$ cat src/rtl/pic_cascade_pkg.sv
// pic_cascade_pkg: shared types and constants for the 8259 cascade logic
package pic_cascade_pkg;
  typedef enum logic [2:0] {IDLE, SKIP, W1, W2, D2, W3, D3} cas_state_t;
  localparam int INTA_CNT_8086 = 2;
  localparam int INTA_CNT_8080 = 3;
  localparam int CAS_W = 3;
endpackage

$ cat src/rtl/cascade_slave_responder_if.sv
// cascade_slave_responder_if: cascade/INTA/data-bus signals of a slave PIC
interface cascade_slave_responder_if;
  import pic_cascade_pkg::*;
  logic inta_n;
  logic [CAS_W-1:0] cascade;
  logic spen;
  logic sngl;
  logic mode_8086;
  logic [CAS_W-1:0] slave_adress;
  logic [7:0] vec_byte2;
  logic [7:0] vec_byte3;
  logic ack;
  logic freeze;
  logic [7:0] data_out;
  logic data_oe;
  logic seq_done;
  logic seq_abort;
  modport master (output inta_n, cascade, spen, sngl, mode_8086, slave_adress, vec_byte2, vec_byte3,
                  input ack, freeze, data_out, data_oe, seq_done, seq_abort);
  modport slave (input inta_n, cascade, spen, sngl, mode_8086, slave_adress, vec_byte2, vec_byte3,
                 output ack, freeze, data_out, data_oe, seq_done, seq_abort);
endinterface

$ cat src/rtl/inta_edge_sync.sv
// inta_edge_sync: synchronizes INTA_N and flags one-cycle fall/rise edges
module inta_edge_sync #(
  parameter int SYNC_STAGES = 2
) (
  input  logic clk,
  input  logic rst,
  input  logic inta_n,
  output logic inta_sync,
  output logic fall,
  output logic rise
);
  logic [SYNC_STAGES-1:0] sr;
  logic prev;
  logic [SYNC_STAGES:0] vld;
  // Synchronizer chain; edges are suppressed until the chain holds real pin samples so a low pin at reset release is not a fall
  always_ff @(posedge clk or posedge rst)
    if (rst) begin
      sr <= '1;
      prev <= 1'b1;
      vld <= '0;
    end else begin
      sr <= {sr[SYNC_STAGES-2:0], inta_n};
      prev <= sr[SYNC_STAGES-1];
      vld <= {vld[SYNC_STAGES-1:0], 1'b1};
    end
  assign inta_sync = sr[SYNC_STAGES-1];
  assign fall = vld[SYNC_STAGES] & prev & ~inta_sync;
  assign rise = vld[SYNC_STAGES] & ~prev & inta_sync;
endmodule

$ cat src/rtl/cascade_slave_responder.sv
// cascade_slave_responder: slave-side 8259 cascade responder driving vector bytes on owned INTA pulses
module cascade_slave_responder
  import pic_cascade_pkg::*;
#(
  parameter int SYNC_STAGES = 2,
  parameter int TIMEOUT_CYCLES = 255
) (
  input logic clk,
  input logic rst,
  cascade_slave_responder_if.slave bus
);
  localparam int CW = $clog2(TIMEOUT_CYCLES + 1) < 8 ? 8 : $clog2(TIMEOUT_CYCLES + 1);
  localparam logic [CW-1:0] TMO = CW'(TIMEOUT_CYCLES);
  cas_state_t state;
  logic [CW-1:0] cnt;
  logic [1:0] left;
  logic mode;
  logic inta_sync, fall, rise;
  inta_edge_sync #(.SYNC_STAGES(SYNC_STAGES)) u_sync (
    .clk(clk), .rst(rst), .inta_n(bus.inta_n), .inta_sync(inta_sync), .fall(fall), .rise(rise)
  );
  // INTA sequencer with timeout counter and registered outputs
  always_ff @(posedge clk or posedge rst)
    if (rst) begin
      state <= IDLE;
      cnt <= '0;
      left <= '0;
      mode <= 1'b0;
      bus.ack <= 1'b0;
      bus.freeze <= 1'b0;
      bus.data_out <= 8'h00;
      bus.data_oe <= 1'b0;
      bus.seq_done <= 1'b0;
      bus.seq_abort <= 1'b0;
    end else begin
      bus.freeze <= 1'b0;
      bus.seq_done <= 1'b0;
      bus.seq_abort <= 1'b0;
      cnt <= (fall || rise || state == IDLE) ? '0 : cnt + 1'b1;
      if (state != IDLE && cnt == TMO) begin
        bus.seq_abort <= state != SKIP;
        bus.ack <= 1'b0;
        bus.data_oe <= 1'b0;
        state <= IDLE;
      end else begin
        case (state)
          IDLE: if (fall && !bus.spen && !bus.sngl) begin
            mode <= bus.mode_8086;
            if (bus.cascade == bus.slave_adress) begin
              bus.freeze <= 1'b1;
              bus.ack <= 1'b1;
              state <= W1;
            end else begin
              left <= bus.mode_8086 ? 2'(INTA_CNT_8086 - 1) : 2'(INTA_CNT_8080 - 1);
              state <= SKIP;
            end
          end
          SKIP: if (fall) left <= left - 1'b1;
                else if (rise && left == 2'd0) state <= IDLE;
          W1: if (rise) state <= W2;
          W2: if (fall) begin
            bus.data_out <= bus.vec_byte2;
            bus.data_oe <= 1'b1;
            state <= D2;
          end
          D2: if (rise) begin
            bus.data_oe <= 1'b0;
            bus.seq_done <= mode;
            bus.ack <= !mode;
            state <= mode ? IDLE : W3;
          end
          W3: if (fall) begin
            bus.data_out <= bus.vec_byte3;
            bus.data_oe <= 1'b1;
            state <= D3;
          end
          D3: if (rise) begin
            bus.data_oe <= 1'b0;
            bus.seq_done <= 1'b1;
            bus.ack <= 1'b0;
            state <= IDLE;
          end
          default: state <= IDLE;
        endcase
      end
    end
endmodule

$ cat src/flat_wrapper.sv
// flat-port wrapper written by rule: the top's interface ports become plain ports
module cascade_slave_responder_flat import pic_cascade_pkg::*;
#(
  parameter int SYNC_STAGES = 2,
  parameter int TIMEOUT_CYCLES = 255
)
  (clk, rst, bus_inta_n, bus_cascade, bus_spen, bus_sngl, bus_mode_8086, bus_slave_adress, bus_vec_byte2, bus_vec_byte3, bus_ack, bus_freeze, bus_data_out, bus_data_oe, bus_seq_done, bus_seq_abort);
  cascade_slave_responder_if bus_i ();
  input logic clk;
  input logic rst;
  input wire logic [$bits(bus_i.inta_n)-1:0] bus_inta_n;
  input wire logic [$bits(bus_i.cascade)-1:0] bus_cascade;
  input wire logic [$bits(bus_i.spen)-1:0] bus_spen;
  input wire logic [$bits(bus_i.sngl)-1:0] bus_sngl;
  input wire logic [$bits(bus_i.mode_8086)-1:0] bus_mode_8086;
  input wire logic [$bits(bus_i.slave_adress)-1:0] bus_slave_adress;
  input wire logic [$bits(bus_i.vec_byte2)-1:0] bus_vec_byte2;
  input wire logic [$bits(bus_i.vec_byte3)-1:0] bus_vec_byte3;
  output wire logic [$bits(bus_i.ack)-1:0] bus_ack;
  output wire logic [$bits(bus_i.freeze)-1:0] bus_freeze;
  output wire logic [$bits(bus_i.data_out)-1:0] bus_data_out;
  output wire logic [$bits(bus_i.data_oe)-1:0] bus_data_oe;
  output wire logic [$bits(bus_i.seq_done)-1:0] bus_seq_done;
  output wire logic [$bits(bus_i.seq_abort)-1:0] bus_seq_abort;
  assign bus_i.inta_n = bus_inta_n;
  assign bus_i.cascade = bus_cascade;
  assign bus_i.spen = bus_spen;
  assign bus_i.sngl = bus_sngl;
  assign bus_i.mode_8086 = bus_mode_8086;
  assign bus_i.slave_adress = bus_slave_adress;
  assign bus_i.vec_byte2 = bus_vec_byte2;
  assign bus_i.vec_byte3 = bus_vec_byte3;
  assign bus_ack = bus_i.ack;
  assign bus_freeze = bus_i.freeze;
  assign bus_data_out = bus_i.data_out;
  assign bus_data_oe = bus_i.data_oe;
  assign bus_seq_done = bus_i.seq_done;
  assign bus_seq_abort = bus_i.seq_abort;
  cascade_slave_responder #(.SYNC_STAGES(SYNC_STAGES), .TIMEOUT_CYCLES(TIMEOUT_CYCLES)) u_core (.clk(clk), .rst(rst), .bus(bus_i));
endmodule
$ cat config.mk
export PLATFORM = sky130hd
export DESIGN_NAME = cascade_slave_responder_flat
export DESIGN_NICKNAME = d
export VERILOG_FILES = /design/src/rtl/pic_cascade_pkg.sv /design/src/rtl/cascade_slave_responder_if.sv /design/src/rtl/inta_edge_sync.sv /design/src/rtl/cascade_slave_responder.sv /design/src/flat_wrapper.sv
export SDC_FILE = /design/constraint.sdc
export NUM_CORES = 1
export LEC_CHECK = 0
export BUFFER_PORTS_ARGS = -buffer_cell sky130_fd_sc_hd__buf_2
export CELL_PAD_IN_SITES_DETAIL_PLACEMENT = 0
export CELL_PAD_IN_SITES_GLOBAL_PLACEMENT = 1
export CORE_MARGIN = 1
export CORE_UTILIZATION = 42
export DETAILED_ROUTE_END_ITERATION = 10
export PLACE_DENSITY = 0.76
export REMOVE_ABC_BUFFERS = 1
export SYNTH_ARGS = -nofsm -noshare
export SYNTH_HDL_FRONTEND = slang
export SYNTH_SLANG_ARGS = --single-unit
$ cat constraint.sdc
create_clock -name clk -period 2.15 [get_ports clk]
set_input_delay 0.1075 -clock clk [delete_from_list [all_inputs] [get_ports clk]]
set_output_delay 0.1075 -clock clk [all_outputs]
set_load 0.005 [all_outputs]
==> flow_metrics.py, run 1 <==
metrics = {
    "setup_path": {
        "crit_arrival_ns": 2.07,
        "slowest_stage": "dfrtp_1",
        "r2r_end": "u_core.bus.data_out[5]",
        "r2r_cells": 4,
        "cp-end-kind": "flip-flop",
        "critical_path.reg2reg.startpoint": "u_core.state[2]",
        "cp-start-kind": "flip-flop",
        "worstPathMaxFanout": 16,
        "cp.required_ns": 2.31,
        "path_cells": "xnor2_1 -> nand2b_4 -> nor3_4 -> mux2_2",
        "regToRegSetupSlack_ns": 0.24,
        "cp.buffers_inverters": 0,
        "critPathTopFamily": "flip-flops",
        "slowest_delay_ns": 0.69,
        "cp.depth": 4,
        "path_class": "reg -> reg",
    },
    "timing": {
        "setup_viol": 0,
        "slew_headroom_pct": 63.0,
        "rsz0062_at_grt": "false",
        "skew_ns": 0.00373,
        "post-route-min-period_ns": 1.91,
        "final_hold_viol_count": 0,
        "tightestPinTransition_ns": 0.555,
        "slew_viol_final": 0,
        "holdWs_ns": 0.0933,
        "fmax_mhz": 523,
        "post-route-period-util_pct": 88.9,
        "setup_tns_ns": 0,
    },
    "floorplan": {
        "rows": 23,
        "fp.dieH_um": 68.9,
        "num_io_pins": 41,
        "initial_core_util_pct": 45.4,
        "fp.coreArea_sq_mm": 0.00414,
        "die_width_um": 68.9,
        "die_area_sq_mm": 0.00475,
    },
    "detailed_routing": {
        "drcViolationCount": 0,
        "wire_per_inst_um": 15.0,
        "wirelength_um": 3970,
        "dr_wl_met2_um": 2090,
        "met3_length_um": 120,
        "via_per_inst": 5.48,
        "drtIter0Drc": 72,
        "top_layer_used": "met4",
        "num_vias": 1452,
        "dr.pass1.iters": 4,
        "final_antenna_net_count": 0,
        "met1_length_um": 1700,
    },
    "logic_synthesis": {
        "avgSynthCellArea_sq_um": 11.1,
        "synthArstFlopShare_pct": 100,
        "synth.yosys.seq_area_share_pct": 44.1,
        "synth_ff_type": "dfrtp_1",
        "synth_seq_cells": 33,
        "synth_area_sq_mm": 0.00188,
        "synth_cell_types": 64,
        "syn_inst": 170,
        "yosysWarningCount": 0,
        "synth_edf_count": 0,
    },
    "worst_hold_path": {
        "hold_path_class": "in -> reg",
        "min_from": "bus_mode_8086",
        "hold_depth": 2,
        "hold_end": "u_core.mode",
    },
    "clock_tree": {
        "clk_latency_ns": 0.28,
        "cts_setup_buffers": 0,
        "clockRootBuffer": "clkbuf_8",
        "numCtsBuffers": 5,
        "htree_levels": 2,
        "clkTransAtPathRegs_ns": 0.07,
        "clkSinkCount": 33,
        "clockBufferDepth": 2,
        "cts_tree": "done",
    },
    "power": {
        "power_leakage_nw": 1.03,
        "power_density_mw_per_mm2": 1160,
        "vdd_drop_max_uv": 656,
        "power_mw": 2.58,
    },
    "layout": {
        "finalNetCount": 244,
        "antennaDiodeCount": 0,
        "fillers": 392,
        "drive_above_1_share_pct": 39.5,
        "final_util_pct": 53.8,
        "syn2layout_area_growth_pct": 18.6,
    },
    "grt": {
        "grt_overflow": 0,
        "grt.total_usage_pct": 18.0,
        "grt_first_pass_wirelength_um": 6220,
        "grt_start_max_net_pins": 34,
        "grt_pass1_vias": 1441,
        "antenna_found_initial": 0,
    },
    "place": {
        "place.gp.congestion": 0.844,
        "hpwl_um": 2980,
        "io_buffers": 40,
    },
    "run_status": {
        "status": "completed",
    },
    "flow_run": {
        "max_cap_violations": 0,
    },
}
per-layer routing:
| metal | GRT usage [%] | up-vias |
|---|---|---|
| met5 | 0 | - |
| met4 | 7.65 | 0 |
| met2 | 30.6 | 19 |
| met1 | 21.5 | 716 |
| met3 | 4.28 | 7 |
| li1 | - | 710 |
cells in the mapped netlist, drive strengths merged (2+ instances only):
cell,count,area [sq um]
dfrtp,30,751
mux2,18,206
nor2,15,58.8
nand2,7,26.3
o21ai,7,35.0
inv,6,22.5
nand3,6,30.0
nor3,6,41.3
xnor2,6,52.6
a21oi,4,20.0
buf,4,45.0
a22oi,3,27.5
a31oi,3,18.8
and3,3,20.0
clkbuf,3,22.5
dfstp,3,78.8
mux2i,3,30.0
nand3b,3,38.8
xor2,3,26.3
a2111oi,2,17.5
a32oi,2,25.0
ha,2,25.0
nand2b,2,20.0
nand4b,2,17.5
or2,2,12.5
or3,2,17.5
cell type report:
cell class                 instances  area [sq um]  area share [%]
clock buffer                       6          82.6            3.70
clock inverter                     2          37.5            1.68
inverter                           6          22.5            1.01
multi-input combinational        124           960            43.0
sequential                        33           830            37.2
tap                               50          62.6            2.81
timing repair buffer              44           235            10.5
logic make-up (layout without fill, tap and decap cells):
family,Yosys count,count (layout),synth area share [%]
AOI/OAI and AO/OA,35,35,14.4
xor gates and xnor gates,9,9,4.19
adders and majority gates,2,2,1.33
buffers and inverters,13,58,4.79
DFF,33,33,44.1
muxes,21,21,12.6
other,1,1,0.200
and+or+nand+nor,56,56,18.4
through the flow:
stage	worst slack, ns	instances	area (sq um)
after floorplan	0.483	163	1810
after global placement	0.335	255	2090
after detailed placement	0.251	255	2090
after CTS	0.234	265	2230
after global routing	0.0942	265	2230
final	0.239	265	2230
worst max-delay path by stage:
stage,startpoint,slack (ns),endpoint
floorplan,u_core.cnt[0],0.48,u_core.left[1]
global placement,u_core.state[2],0.33,u_core.bus.data_out[2]
detailed placement,u_core.state[2],0.25,u_core.bus.data_out[5]
CTS,u_core.state[2],0.23,u_core.bus.data_out[5]
global route,u_core.state[2],0.09,u_core.bus.data_out[4]
finish,u_core.state[2],0.24,u_core.bus.data_out[5]
placed cells by master (no fill, tap or decap), types with 2 or more instances in the layout:
| cell type | instances |
|---|---|
| buf_2 | 40 |
| dfrtp_1 | 30 |
| mux2_2 | 16 |
| nor2_1 | 14 |
| nand2_1 | 7 |
| nand3_1 | 6 |
| xnor2_1 | 6 |
| inv_1 | 6 |
| o21ai_0 | 6 |
| clkbuf_8 | 6 |
| nor3_1 | 5 |
| a21oi_1 | 4 |
| a31oi_1 | 3 |
| mux2i_1 | 3 |
| xor2_1 | 3 |
| dfstp_2 | 3 |
| and3_1 | 2 |
| a22oi_1 | 2 |
| nand4b_1 | 2 |
| a2111oi_0 | 2 |
| ha_1 | 2 |
| dlygate4sd3_1 | 2 |
| buf_4 | 2 |
sequential cells by signal (all words and copies together), names as in the netlist:
name and flops:
u_core.state 3, u_core.u_sync.vld 3, u_core.bus.seq_abort 1, u_core.left 2, u_core.cnt 8, u_core.bus.data_out 8
u_core.u_sync.sr 2, u_core.bus.data_oe 1, u_core.bus.freeze 1, u_core.bus.ack 1, u_core.u_sync.prev 1, u_core.mode 1
u_core.bus.seq_done 1
what timing repair did:
action,in CTS,in global routing
endpoints found under the hold margin,31,0
gates resized for setup,0,0
hold buffers,2,0
power breakdown:
| group | total [mW] | internal [mW] | switching [mW] |
|---|---|---|---|
| Sequential | 0.968 | 0.791 | 0.177 |
| Clock | 0.594 | 0.376 | 0.218 |
| Combinational | 1.01 | 0.532 | 0.482 |
Note: power is estimated with default switching activity, not from simulation.
==> inputs of run 2 (changes only) <==
Settings changed: CORE_ASPECT_RATIO from default to 0.5.
==> run 2 against run 1 <==
  * Critical path type unchanged
  * Utilization up 0.70 points
  * Sequential power grew 2%
  * Flip-flop and latch count unchanged
  * Clock skew rose by 0.0040 ns
==> flow_metrics.py, run 2 (synthesis gave the netlist of run 1 again) <==
metrics = {
    "grt": {
        "grt.total_usage_pct": 18.5,
        "grt_start_max_net_pins": 34,
        "grt_overflow": 0,
        "grt_pass1_vias": 1438,
        "antenna_found_initial": 0,
        "grt_first_pass_wirelength_um": 6920,
    },
    "timing": {
        "post-route-period-util_pct": 88.1,
        "fmax_mhz": 528,
        "holdWs_ns": 0.0715,
        "rsz0062_at_grt": "false",
        "timing.final.ws_setup_ns": 0.256,
        "tightestPinTransition_ns": 0.545,
        "slew_headroom_pct": 63.5,
        "setup_tns_ns": 0,
        "post-route-min-period_ns": 1.89,
        "setup_viol": 0,
        "final_hold_viol_count": 0,
        "skew_ns": 0.00772,
        "slew_viol_final": 0,
    },
    "detailed_routing": {
        "final_antenna_net_count": 0,
        "num_vias": 1482,
        "via_per_inst": 5.47,
        "dr.pass1.iters": 4,
        "met1_length_um": 2020,
        "met3_length_um": 283,
        "wirelength_um": 4090,
        "top_layer_used": "met4",
        "wire_per_inst_um": 15.1,
        "drtIter0Drc": 41,
        "drcViolationCount": 0,
        "dr_wl_met2_um": 1770,
    },
    "floorplan": {
        "num_io_pins": 41,
        "fp.dieH_um": 49.3,
        "rows": 16,
        "fp.coreArea_sq_mm": 0.00408,
        "die_width_um": 96.6,
        "initial_core_util_pct": 46.0,
        "die_area_sq_mm": 0.00476,
    },
    "clock_tree": {
        "ctsResizeCount": 0,
        "clk_latency_ns": 0.29,
        "htree_levels": 2,
        "clkSinkCount": 33,
        "clkTransAtPathRegs_ns": 0.08,
        "clockBufferDepth": 2,
        "cts_setup_buffers": 0,
        "numCtsBuffers": 5,
        "cts_tree": "done",
        "clockRootBuffer": "clkbuf_8",
    },
    "setup_path": {
        "cp.required_ns": 2.33,
        "path_cells": "xnor2_1 -> nand2b_4 -> nor3_4 -> mux2_2",
        "cp-end-kind": "flip-flop",
        "crit_arrival_ns": 2.07,
        "slowest_delay_ns": 0.67,
        "r2r_cells": 4,
        "worstPathMaxFanout": 16,
        "cp-start-kind": "flip-flop",
        "regToRegSetupSlack_ns": 0.26,
        "critical_path.reg2reg.startpoint": "u_core.state[2]",
        "r2r_end": "u_core.bus.data_out[6]",
        "path_class": "reg -> reg",
        "slowest_stage": "dfrtp_1",
    },
    "layout": {
        "drive_above_1_share_pct": 40.1,
        "antennaDiodeCount": 0,
        "final_cell_mix": "buf_2 (40), dfrtp_1 (30), mux2_2 (16)",
        "syn2layout_area_growth_pct": 18.4,
        "biggestRegsByFlops": "u_core.bus.data_out x8, u_core.cnt x8",
        "layout_commonest_cell": "buf_2",
        "finalNetCount": 246,
        "fillers": 385,
    },
    "worst_hold_path": {
        "min_from": "bus_mode_8086",
        "hold_depth": 2,
        "hold_path_class": "in -> reg",
        "hold_end": "u_core.mode",
    },
    "power": {
        "power_mw": 2.52,
        "vdd_drop_max_uv": 556,
        "power_leakage_nw": 1.03,
        "power_density_mw_per_mm2": 1130,
    },
    "run_status": {
        "status": "completed",
    },
    "place": {
        "hpwl_um": 2870,
        "io_buffers": 40,
        "post-place-ws_ns": 0.255,
        "place.gp.congestion": 0.868,
    },
    "flow_run": {
        "max_cap_violations": 0,
    },
}
[run 2: cell count changes in the layout (fill, tap and decap cells not counted), sizes merged]
cell	before	now
clkinv	0	2
clkinvlp	1	0
bufinv	1	0
buf	42	44
[run 2: what timing repair did]
| item | in CTS | in global routing |
|---|---|---|
| setup endpoints to repair | 0 | 0 |
| endpoints found under the hold margin | 31 | 0 |
| hold buffers | 2 | 0 |
[run 2: worst max path at each step]
stage                          startpoint                      to  slack [ns]  cells after the start
final                     u_core.state[2]  u_core.bus.data_out[6]        0.26                      4
after global routing        u_core.cnt[0]          u_core.left[1]        0.12                      5
after detailed placement  u_core.state[2]  u_core.bus.data_out[0]        0.25                      4
after global placement    u_core.state[2]  u_core.bus.data_out[7]        0.23                      4
after floorplan             u_core.cnt[0]          u_core.left[1]        0.48                      5
after CTS                 u_core.state[2]  u_core.bus.data_out[0]        0.25                      4
[run 2: metrics by stage]
stage          area (sq um)  std cells  util [%]
4_1_cts                2230        271      54.5
6_report               2230        271      54.5
5_1_grt                2230        271      54.5
3_3_place_gp           2110        261      51.7
3_5_place_dp           2110        261      51.7
2_1_floorplan          1810        163         -
[run 2: final cells by class]
| class | instances | area (sq um) | area share (%) |
|---|---|---|---|
| repair buffers | 46 | 250 | 11.2 |
| well taps | 54 | 67.6 | 3.04 |
| flip-flops and latches | 33 | 830 | 37.3 |
| clock inverters | 2 | 13.8 | 0.618 |
| inverters | 6 | 22.5 | 1.01 |
| multi-input cells | 124 | 960 | 43.1 |
| clock buffers | 6 | 82.6 | 3.71 |
[run 2: critical path, delay by kind of cell, from the launching register on]
family        cells  cell delay (ns)
xor+xnor          1             0.20
mux               1             0.39
simple gates      2             0.53
flops             1             0.67
[run 2: power breakdown]
part	internal, mW	switching, mW	total, mW
Clock	0.260	0.254	0.514
Combinational	0.544	0.472	1.02
Sequential	0.790	0.198	0.988
[run 2: layer usage]
| layer | track usage (%) | up-vias |
|---|---|---|
| li1 | - | 717 |
| met5 | 0 | - |
| met3 | 6.30 | 2 |
| met1 | 25.5 | 708 |
| met4 | 3.73 | 0 |
| met2 | 28.5 | 55 |
==> inputs of run 3 (changes only) <==
Settings changed: CAP_MARGIN from default to 20, CORE_UTILIZATION 42 to 40, SLEW_MARGIN from default to 30, SYNTH_HIERARCHICAL from default to 1.
==> run 3 against run 2 <==
  * Clock power is 20% higher
  * Largest cell class is now registers
  * Highest routed layer unchanged
  * Clock skew is 0.0044 ns lower
  * Sequential power is 7.5% lower
  * Critical endpoint is now u_core/bus.data_out[1]
  * Critical path depth is 2 higher
  * Sequential share of layout area is 3.3 points higher
  * Critical path type unchanged
==> flow_metrics.py, run 3 <==
metrics = {
    "worst_hold_path": {
        "min_from": "bus_vec_byte3[2]",
        "hold_path_class": "in -> reg",
    },
    "logic_synthesis": {
        "synth_simple_gate_area_share_pct": 18.7,
        "synth_xor_area_share_pct": 5.26,
        "synth_cell_types": 41,
        "synth.top_cell.area_share_pct": 45.0,
        "synth_area_leaders": "dfrtp_1 (45%), mux2i_1 (5.4%), dfstp_2 (4.7%), nor2_1 (3.8%), xnor2_1 (3.7%)",
        "synthArstFlopShare_pct": 100,
        "synth_compound_area_share_pct": 12.1,
        "synth_seq_cells": 33,
        "synth_edf_count": 0,
        "synth_area_sq_mm": 0.00167,
        "yosysWarningCount": 6,
        "synth_common_cells": "dfrtp_1 (30), nor2_1 (17), nand2_1 (14)",
        "synthMuxAreaShare_pct": 6.76,
        "yosysMostFrequentCell": "dfrtp_1",
        "syn_inst": 169,
        "synth.yosys.seq_area_share_pct": 49.8,
        "synth_top_family_by_area": "simple AND/OR/NAND/NOR gates",
        "synth_adder_area_share_pct": 1.50,
        "synth.largest_area_cell": "dfrtp_1",
        "synth_ff_type": "dfrtp_1",
        "avgSynthCellArea_sq_um": 9.86,
    },
    "layout": {
        "layout_commonest_cell": "buf_2",
        "final_util_pct": 51.8,
        "finalNetCount": 243,
        "final_cell_mix": "buf_2 (40), dfrtp_1 (30), nor2_1 (17)",
        "syn2layout_area_growth_pct": 22.6,
        "instances_no_fill": 268,
        "drive_above_1_share_pct": 30.4,
        "antennaDiodeCount": 0,
        "biggestRegsByFlops": "u_core/bus.data_out x8, u_core/cnt x8",
    },
    "detailed_routing": {
        "final_antenna_net_count": 0,
        "via_per_inst": 4.99,
        "num_vias": 1336,
        "dr.pass1.iters": 4,
        "drtIter0Drc": 46,
        "wire_per_inst_um": 12.8,
        "drcViolationCount": 0,
        "wirelength_um": 3440,
    },
    "power": {
        "vdd_drop_max_uv": 395,
        "sw_frac_of_total_pct": 32.1,
        "p_comb_share_pct": 31.8,
        "power_mw": 2.24,
        "switchingPower_uw": 720,
        "clockPowerShare_pct": 27.5,
        "power_leakage_nw": 1.03,
        "cell_internal_pwr_mw": 1.52,
        "p_seq_share_pct": 40.8,
        "power_density_mw_per_mm2": 1100,
    },
    "floorplan": {
        "die_width_um": 93.3,
        "die_area_sq_mm": 0.00444,
        "rows": 16,
        "num_io_pins": 41,
        "fp.coreArea_sq_mm": 0.00394,
        "initial_core_util_pct": 42.3,
        "fp.dieH_um": 47.6,
    },
    "clock_tree": {
        "htree_levels": 2,
        "cts_tree": "done",
        "numCtsBuffers": 5,
        "clkSinkCount": 33,
        "clockBufferDepth": 2,
        "clk_latency_ns": 0.29,
        "clockRootBuffer": "clkbuf_8",
        "cts_setup_buffers": 0,
        "ctsResizeCount": 0,
        "clkTransAtPathRegs_ns": 0.07,
    },
    "setup_path": {
        "r2r_cells": 6,
        "regToRegSetupSlack_ns": 0.32,
        "cp.required_ns": 2.32,
        "path_class": "reg -> reg",
        "cp-start-kind": "flip-flop",
        "endpoint": "u_core/bus.data_out[1]",
        "worstPathMaxFanout": 16,
        "cp-startpoint": "u_core/cnt[0]",
        "cp-end-kind": "flip-flop",
        "r2r_end": "u_core/bus.data_out[1]",
        "crit_arrival_ns": 2.01,
        "critical_path.reg2reg.startpoint": "u_core/cnt[0]",
    },
    "timing": {
        "setup_viol": 0,
        "final_hold_viol_count": 0,
        "post-route-min-period_ns": 1.83,
        "post-route-period-util_pct": 85.2,
        "rsz0062_at_grt": "false",
        "skew_ns": 0.00335,
        "slew_viol_final": 0,
        "setup_tns_ns": 0,
        "fmax_mhz": 546,
    },
    "place": {
        "io_buffers": 40,
        "hpwl_um": 2480,
        "place_inst": 258,
        "place.gp.congestion": 0.826,
    },
    "run_status": {
        "status": "completed",
    },
    "grt": {
        "grt_first_pass_wirelength_um": 5310,
        "antenna_found_initial": 0,
        "grt_overflow": 0,
        "grt.total_usage_pct": 16.3,
        "grt_start_max_net_pins": 28,
        "grt_pass1_vias": 1157,
    },
    "flow_run": {
        "max_cap_violations": 0,
    },
}
run 3: cell count changes after synthesis, sizes merged, moves of 3 or more:
cell	delta
mux2i	+6
mux2	-16
o21ai	+9
nand3	+6
nand2	+7
nand3b	-3
run 3: worst min path at each step:
stage / end / slack (ns) / cells after the start
final: u_core/bus.data_out[2] / 0.09 / 3
after global routing: u_core/bus.data_out[6] / 0.09 / 3
after CTS: u_core/bus.data_out[3] / 0.09 / 3
after detailed placement: u_core/u_sync/vld[0] / 0.05 / 2
after global placement: u_core/u_sync/vld[0] / 0.03 / 2
after floorplan: u_core/u_sync/vld[0] / -0.10 / 1
run 3: layer usage:
layer | share of wire [%] | routed length, um | vias to the layer above | track usage, %
met5 | 0 | 0 | - | 0
met4 | 1.2 | 41 | 0 | 6.15
met3 | 4.5 | 155 | 5 | 4.92
met2 | 45 | 1530 | 26 | 25.9
met1 | 50 | 1710 | 631 | 21.8
li1 | - | - | 674 | -
run 3: final cells by class:
type / instances / area (sq um)
Timing Repair Buffer: 47 / 258
Clock buffer: 6 / 82.6
Clock inverter: 2 / 37.5
Fill cell: 383 / 1900
Sequential cell: 33 / 830
Inverter: 7 / 26.3
Tap cell: 54 / 67.6
Multi-Input combinational cell: 119 / 742
run 3: worst max-delay path, stage by stage, from the launching register on:
cell	delay [ns]
dfrtp_1	0.40
ha_1	0.22
and3_1	0.22
and3_4	0.23
or3_4	0.49
nand2_1	0.10
o21ai_1	0.06
run 3: cells by family (layout without fill, tap and decap cells):
kind of cell / Yosys count / after routing
xor+xnor: 10 / 10
flops: 33 / 33
compound gates: 33 / 33
fa+ha+maj: 2 / 2
other cells: 1 / 1
simple gates: 62 / 62
mux: 11 / 11
buf+inv: 17 / 62
run 3: timing repair:
item / 4_1_cts / 5_1_grt
setup endpoints to repair: 0 / 0
hold endpoints to repair: 34 / 0
hold buffers: 2 / 0
run 3: power by group through the flow:
stage               Combinational [mW]  Sequential [mW]  Clock, mW
finish                           0.712            0.914      0.615
detailed placement               0.719            0.922          0
global route                     0.815            0.937      0.656
CTS                              0.723            0.913      0.634
global placement                 0.709            0.920          0
floorplan                        0.451            0.923          0
run 3: metrics by stage:
step                      setup slack, ns  area (sq um)  hold WS [ns]
after floorplan                     0.458          1600        -0.104
after global placement              0.351          1900        0.0343
final                               0.318          2040        0.0868
after global routing                0.208          2040        0.0905
after CTS                           0.313          2040        0.0863
after detailed placement            0.316          1900        0.0492
